**src/rtl/proc_trace_pkg.sv**
```systemverilog
// ============================================================================
// Module      : proc_trace_pkg
// Description : Shared record type and widths for the processor trace buffer.
// Revision    : 1.0 - initial release
// ============================================================================
`default_nettype none

package proc_trace_pkg;

    typedef struct packed {
        logic [31:0] addr;
        logic [31:0] data;
    } trace_rec_t;

    localparam int TRACE_REC_W = 64;
    localparam int DROP_CNT_W  = 16;

endpackage

`default_nettype wire

```
**src/rtl/proc_trace_buf_mem.sv**
```systemverilog
// ============================================================================
// Module      : proc_trace_buf_mem
// Description : DEPTH-entry trace record storage, one synchronous write port
//               and one combinational read port. Contents are not reset.
// Revision    : 1.0 - initial release
// ============================================================================
`default_nettype none

module proc_trace_buf_mem
    import proc_trace_pkg::*;
#(
    parameter int DEPTH = 8,
    parameter int AW    = $clog2(DEPTH)
) (
    input  logic          clk,
    input  logic          wen,
    input  logic [AW-1:0] waddr,
    input  trace_rec_t    wdata,
    input  logic [AW-1:0] raddr,
    output trace_rec_t    rdata
);

    trace_rec_t r_mem [DEPTH];

    always_ff @(posedge clk) begin
        if (wen) begin
            r_mem[waddr] <= wdata;
        end
    end

    assign rdata = r_mem[raddr];

endmodule

`default_nettype wire

```
**src/rtl/proc_trace_buffer.sv**
```systemverilog
// ============================================================================
// Module      : proc_trace_buffer
// Description : Trace-port capture FIFO with val/rdy drain and drop reporting.
//               Optional drop counter built when PROC_TRACE_BUF_DROP_CNT_EN
//               is defined; otherwise drop_count reads as zero.
// Revision    : 1.0 - initial release
// ============================================================================
`default_nettype none

module proc_trace_buffer
    import proc_trace_pkg::*;
#(
    parameter  int DEPTH = 8,
    localparam int AW    = $clog2(DEPTH)
) (
    input  logic                  clk,
    input  logic                  rst,
    input  logic                  trace_val,
    input  logic [31:0]           trace_addr,
    input  logic [31:0]           trace_data,
    output logic                  out_val,
    input  logic                  out_rdy,
    output logic [31:0]           out_addr,
    output logic [31:0]           out_data,
    output logic [AW:0]           count,
    output logic                  full,
    output logic                  empty,
    output logic                  overflow,
    output logic [DROP_CNT_W-1:0] drop_count
);

    localparam logic [AW-1:0] c_ptr_one  = AW'(1);
    localparam logic [AW:0]   c_cnt_one  = (AW+1)'(1);
    localparam logic [AW:0]   c_cnt_full = (AW+1)'(DEPTH);

    logic [AW-1:0] r_wr_ptr;
    logic [AW-1:0] r_rd_ptr;
    logic [AW:0]   r_count;
    logic          r_overflow;

    logic          w_push;
    logic          w_pop;
    logic          w_drop;
    trace_rec_t    w_wr_rec;
    trace_rec_t    w_rd_rec;

    assign full     = (r_count == c_cnt_full);
    assign empty    = (r_count == '0);
    assign count    = r_count;
    assign overflow = r_overflow;
    assign out_val  = !empty;

    // A full buffer still accepts a record when the head leaves in the same cycle.
    assign w_pop  = out_val & out_rdy;
    assign w_push = trace_val & (!full | w_pop);
    assign w_drop = trace_val & full & !w_pop;

    assign w_wr_rec.addr = trace_addr;
    assign w_wr_rec.data = trace_data;

    proc_trace_buf_mem #(
        .DEPTH (DEPTH),
        .AW    (AW)
    ) u_mem (
        .clk   (clk),
        .wen   (w_push),
        .waddr (r_wr_ptr),
        .wdata (w_wr_rec),
        .raddr (r_rd_ptr),
        .rdata (w_rd_rec)
    );

    assign out_addr = w_rd_rec.addr;
    assign out_data = w_rd_rec.data;

    always_ff @(posedge clk or posedge rst) begin
        if (rst) begin
            r_wr_ptr   <= '0;
            r_rd_ptr   <= '0;
            r_count    <= '0;
            r_overflow <= 1'b0;
        end else begin
            if (w_push) begin
                r_wr_ptr <= r_wr_ptr + c_ptr_one;
            end
            if (w_pop) begin
                r_rd_ptr <= r_rd_ptr + c_ptr_one;
            end
            case ({w_push, w_pop})
                2'b10:   r_count <= r_count + c_cnt_one;
                2'b01:   r_count <= r_count - c_cnt_one;
                default: r_count <= r_count;
            endcase
            if (w_drop) begin
                r_overflow <= 1'b1;
            end
        end
    end

`ifdef PROC_TRACE_BUF_DROP_CNT_EN
    localparam logic [DROP_CNT_W-1:0] c_drop_max = '1;
    localparam logic [DROP_CNT_W-1:0] c_drop_one = DROP_CNT_W'(1);

    logic [DROP_CNT_W-1:0] r_drop_cnt;

    always_ff @(posedge clk or posedge rst) begin
        if (rst) begin
            r_drop_cnt <= '0;
        end else if (w_drop && (r_drop_cnt != c_drop_max)) begin
            r_drop_cnt <= r_drop_cnt + c_drop_one;
        end
    end

    assign drop_count = r_drop_cnt;
`else
    assign drop_count = '0;
`endif

endmodule

`default_nettype wire

```
**config.mk**
```make
export PLATFORM = sky130hd
export DESIGN_NAME = proc_trace_buffer
export DESIGN_NICKNAME = d
export VERILOG_FILES = /design/src/rtl/proc_trace_pkg.sv /design/src/rtl/proc_trace_buf_mem.sv /design/src/rtl/proc_trace_buffer.sv
export SDC_FILE = /design/constraint.sdc
export NUM_CORES = 1
export LEC_CHECK = 0
export ABC_AREA = 1
export CAP_MARGIN = 30
export CORE_MARGIN = 3
export CORE_UTILIZATION = 56
export CTS_BUF_LIST = sky130_fd_sc_hd__clkbuf_8
export DETAILED_ROUTE_END_ITERATION = 6
export GPL_ROUTABILITY_DRIVEN = 0
export GPL_TIMING_DRIVEN = 0
export PLACE_DENSITY = 0.77
export SLEW_MARGIN = 25
export SYNTH_ARGS = -nofsm -noshare
export SYNTH_HDL_FRONTEND = slang
export SYNTH_SLANG_ARGS = --single-unit
```
**constraint.sdc**
```tcl
create_clock -name clk -period 9.7 [get_ports clk]
set_input_delay 0.97 -clock clk [delete_from_list [all_inputs] [get_ports clk]]
set_output_delay 0.97 -clock clk [all_outputs]
set_load 0.02 [all_outputs]
```
==> results.cfg <==
[outcome]
run_status = finished, final reports clean

[synthesis]
seq_area_frac_synth_pct = 75.84
yosys_warnings = 0
synthTopCellsByArea = edfxtp_1 75%, o21ai_0 5.3%, nor2_1 4.8%, nand2_1 3.8%, mux2i_1 3.1%
yosysUniqueCellTypes = 28
synth_top_cell_area_share_pct = 74.50
async_reset_ff_share_pct = 2.103
synth_xor_area_share_pct = 0.2122
dominantRegCellSynth = edfxtp_1
yosysTopAreaCell = edfxtp_1
syn_area_per_cell_um2 = 13.48
synth_top_family_by_area = simple AND/OR/NAND/NOR gates
synth_compound_area_share_pct = 8.282
postSynthCellCount = 1531
synth.most_common_cell = edfxtp_1
synth_mux_area_share_pct = 3.159
yosys.area_share.simple_pct = 8.980
ys_ff_latch = 523
netlist_area_um2 = 20640
synthAdderAreaFrac_pct = 0.3395
synth_edf_count = 512
ys_top_cells_by_count = 512 x edfxtp_1, 264 x nor2_1, 219 x o21ai_0, 207 x nand2_1

[setup_path]
path_class = flip-flop to primary output
endpoint_kind = primary output
cp.arrival_ps = 3410
r2r-start = count[0]$_DFFE_PP0P_
crit_chain = inv_2 > buf_2 > buf_2 > buf_2 > nor2_1 > o21ai_0 > nand2_1 > nand2_1 > clkdlybuf4s50_1
cp_top_family = buffers and inverters
crit_start = r_rd_ptr[0]$_DFFE_PP0N_
crit_required_ps = 8730
worstSetupStartpointType = flip-flop
crit_buf_inv = 5
max_stage_delay_ps = 640
crit_top_cell = buf_2
cp_slowest_cell = clkdlybuf4s50_1
crit_fanout = 10

[hold_path]
hold_path_class = flip-flop to flip-flop
min_from = overflow$_DFFE_PP0P_

[sta]
finalCritPeriodShare_pct = 45.19
rsz0062_at_grt = no
fmaxAchievable_ghz = 0.2282
tightest_slew_ps = 924.6
hold_slack_ps = 477.2
hold_viol = 0
fin_setup_tns_ps = 0
maxSlewViolCount = 0
setup_violations = 0
slew_headroom_pct = 38.36
setup_ws_ps = 5317
fin_crit_ps = 4383
fin_skew_ps = 17.57

[placed_design]
port_buffers = 139
dpl.cell_count = 2194
hpwl_mm = 32.30
dp_slack_ps = 5851

[layout]
multi_input_area_um2 = 4438
regArea_um2 = 15650
fill_cells = 2466
syn2layout_area_growth_pct = 20.01
finalNonFillerCells = 2343
final_nets = 1891
drive_gt1_share_pct = 10.53

[clock_network]
cts_buffers = 83
cts.clk_slew.worst_paths_ps = 60
insertion_delay_ps = 620
clockBufferDepth = 3
cts.sinks = 523
htree_levels = 3
post_cts_buffers = 0
cts_root_buf = clkbuf_8
holdBufCountCts = 0
ctsResizeCount = 0
cts_tree = done

[drt]
via_count = 13403
drt_first_pass_iters = 5
antenna_left = 0
drt-initial-drc-count = 1230
post_drt_wl_per_cell_um = 20.93
drc = 0
drt-total-wl_mm = 49.05
vias_per_cell = 5.720

[global_routing]
grt_max_degree = 23
track_usage_pct = 25.13
antenna_found_initial = 2
overflow = 0
grt_pass1_wl_mm = 75.35
first_global_vias = 13438

[die]
num_io_pins = 156
core_um2 = 35910
die_w_um = 198.0
die_y_um = 198.0
dieArea_um2 = 39190
initial_core_util_pct = 57.46
fp-row-count = 69

[run]
max_cap_violations = 0

[pwr]
leakage_nw = 8.862
powerDensity_nw_per_um2 = 313.9
vdd.ir_drop.worst_mv = 0.2625
-- worst reg2reg max path, cell delays in order (launching register included) --
cell and delay, ps:
dfrtp_1 430, nor2_1 90, nand2_1 160, nand2_1 180, nand2_1 180, nand2_1 240, nor3b_2 640, buf_4 320
buf_4 230, buf_4 210
-- metrics by stage --
step / instance area, um2 / utilization [%] / total power, mW
final: 24770 / 68.96 / 7.774
after global routing: 24760 / 68.95 / 8.182
after CTS: 24760 / 68.95 / 7.803
after detailed placement: 23330 / 64.95 / 6.165
after global placement: 22660 / 63.10 / 6.044
after floorplan: 20690 / - / 4.799
-- layout by cell type (no fill, tap or decap), types with 10 or more instances in the layout --
| cell | count |
|---|---|
| edfxtp_1 | 512 |
| nor2_1 | 260 |
| o21ai_0 | 219 |
| nand2_1 | 207 |
| clkdlybuf4s50_1 | 139 |
| clkbuf_8 | 85 |
| mux2i_1 | 64 |
| o22ai_1 | 64 |
| clkbuf_1 | 54 |
| buf_4 | 53 |
| inv_1 | 42 |
| o21ai_1 | 38 |
| clkinv_1 | 23 |
| conb_1 | 16 |
| buf_2 | 14 |
| dfrtp_1 | 11 |
| nand3_1 | 10 |
| buf_16 | 10 |
-- power by group --
| group | switching, mW | internal, mW | leakage (nW) |
|---|---|---|---|
| registers | 0.0884 | 2.80 | 4.78 |
| clock network | 0.827 | 0.812 | 0.826 |
| logic | 2.05 | 1.19 | 3.26 |
| total | 2.97 | 4.81 | 8.86 |
-- cell families (layout without fill, tap and decap cells) --
kind of cell    Yosys count  count (layout)
simple gates            486             486
fa+ha+maj                 5               5
other cells               1              17
buf+inv                 121             456
compound gates          325             325
mux                      65              65
xor+xnor                  5               5
flops                   523             523
-- per-layer routing --
metal | wire length, um | track usage, % | share of wire (%) | vias up
li1 | - | - | - | 6111
met4 | 1301 | 9.332 | 2.7 | 4
met2 | 24340 | 42.18 | 50 | 629
met3 | 3986 | 5.020 | 8.1 | 107
met5 | 29 | 0 | 0.059 | -
met1 | 19390 | 32.97 | 40 | 6552
-- state kept, by name, indices dropped and copies added, names as in the netlist --
| register | flops |
|---|---|
| overflow | 1 |
| r_wr_ptr | 3 |
| r_rd_ptr | 3 |
| u_mem.r_mem | 512 |
| count | 4 |
-- cell type report --
class	count	share of cell area, %
Antenna cell	1	0.01010
Buffer	107	2.430
Clock buffer	85	4.724
Clock inverter	63	1.076
Inverter	14	0.2122
Multi-Input combinational cell	902	17.92
Sequential cell	523	63.19
Tap cell	461	2.329
Timing Repair Buffer	187	8.109
-- worst paths after layout --
kind | end | slack (ps) | cells past startpoint
max | out_data[0] | 5320 | 9
min | overflow$_DFFE_PP0P_ | 480 | 1
max reg2reg | u_mem.r_mem[3][26]$_DFFE_PP_ | 6710 | 9
min reg2reg | overflow$_DFFE_PP0P_ | 480 | 1
max in group asynchronous | r_rd_ptr[0]$_DFFE_PP0N_ | 8730 | 2
min in group asynchronous | count[2]$_DFFE_PP0P_ | 660 | 2
Power figures use the tool's default switching activity.
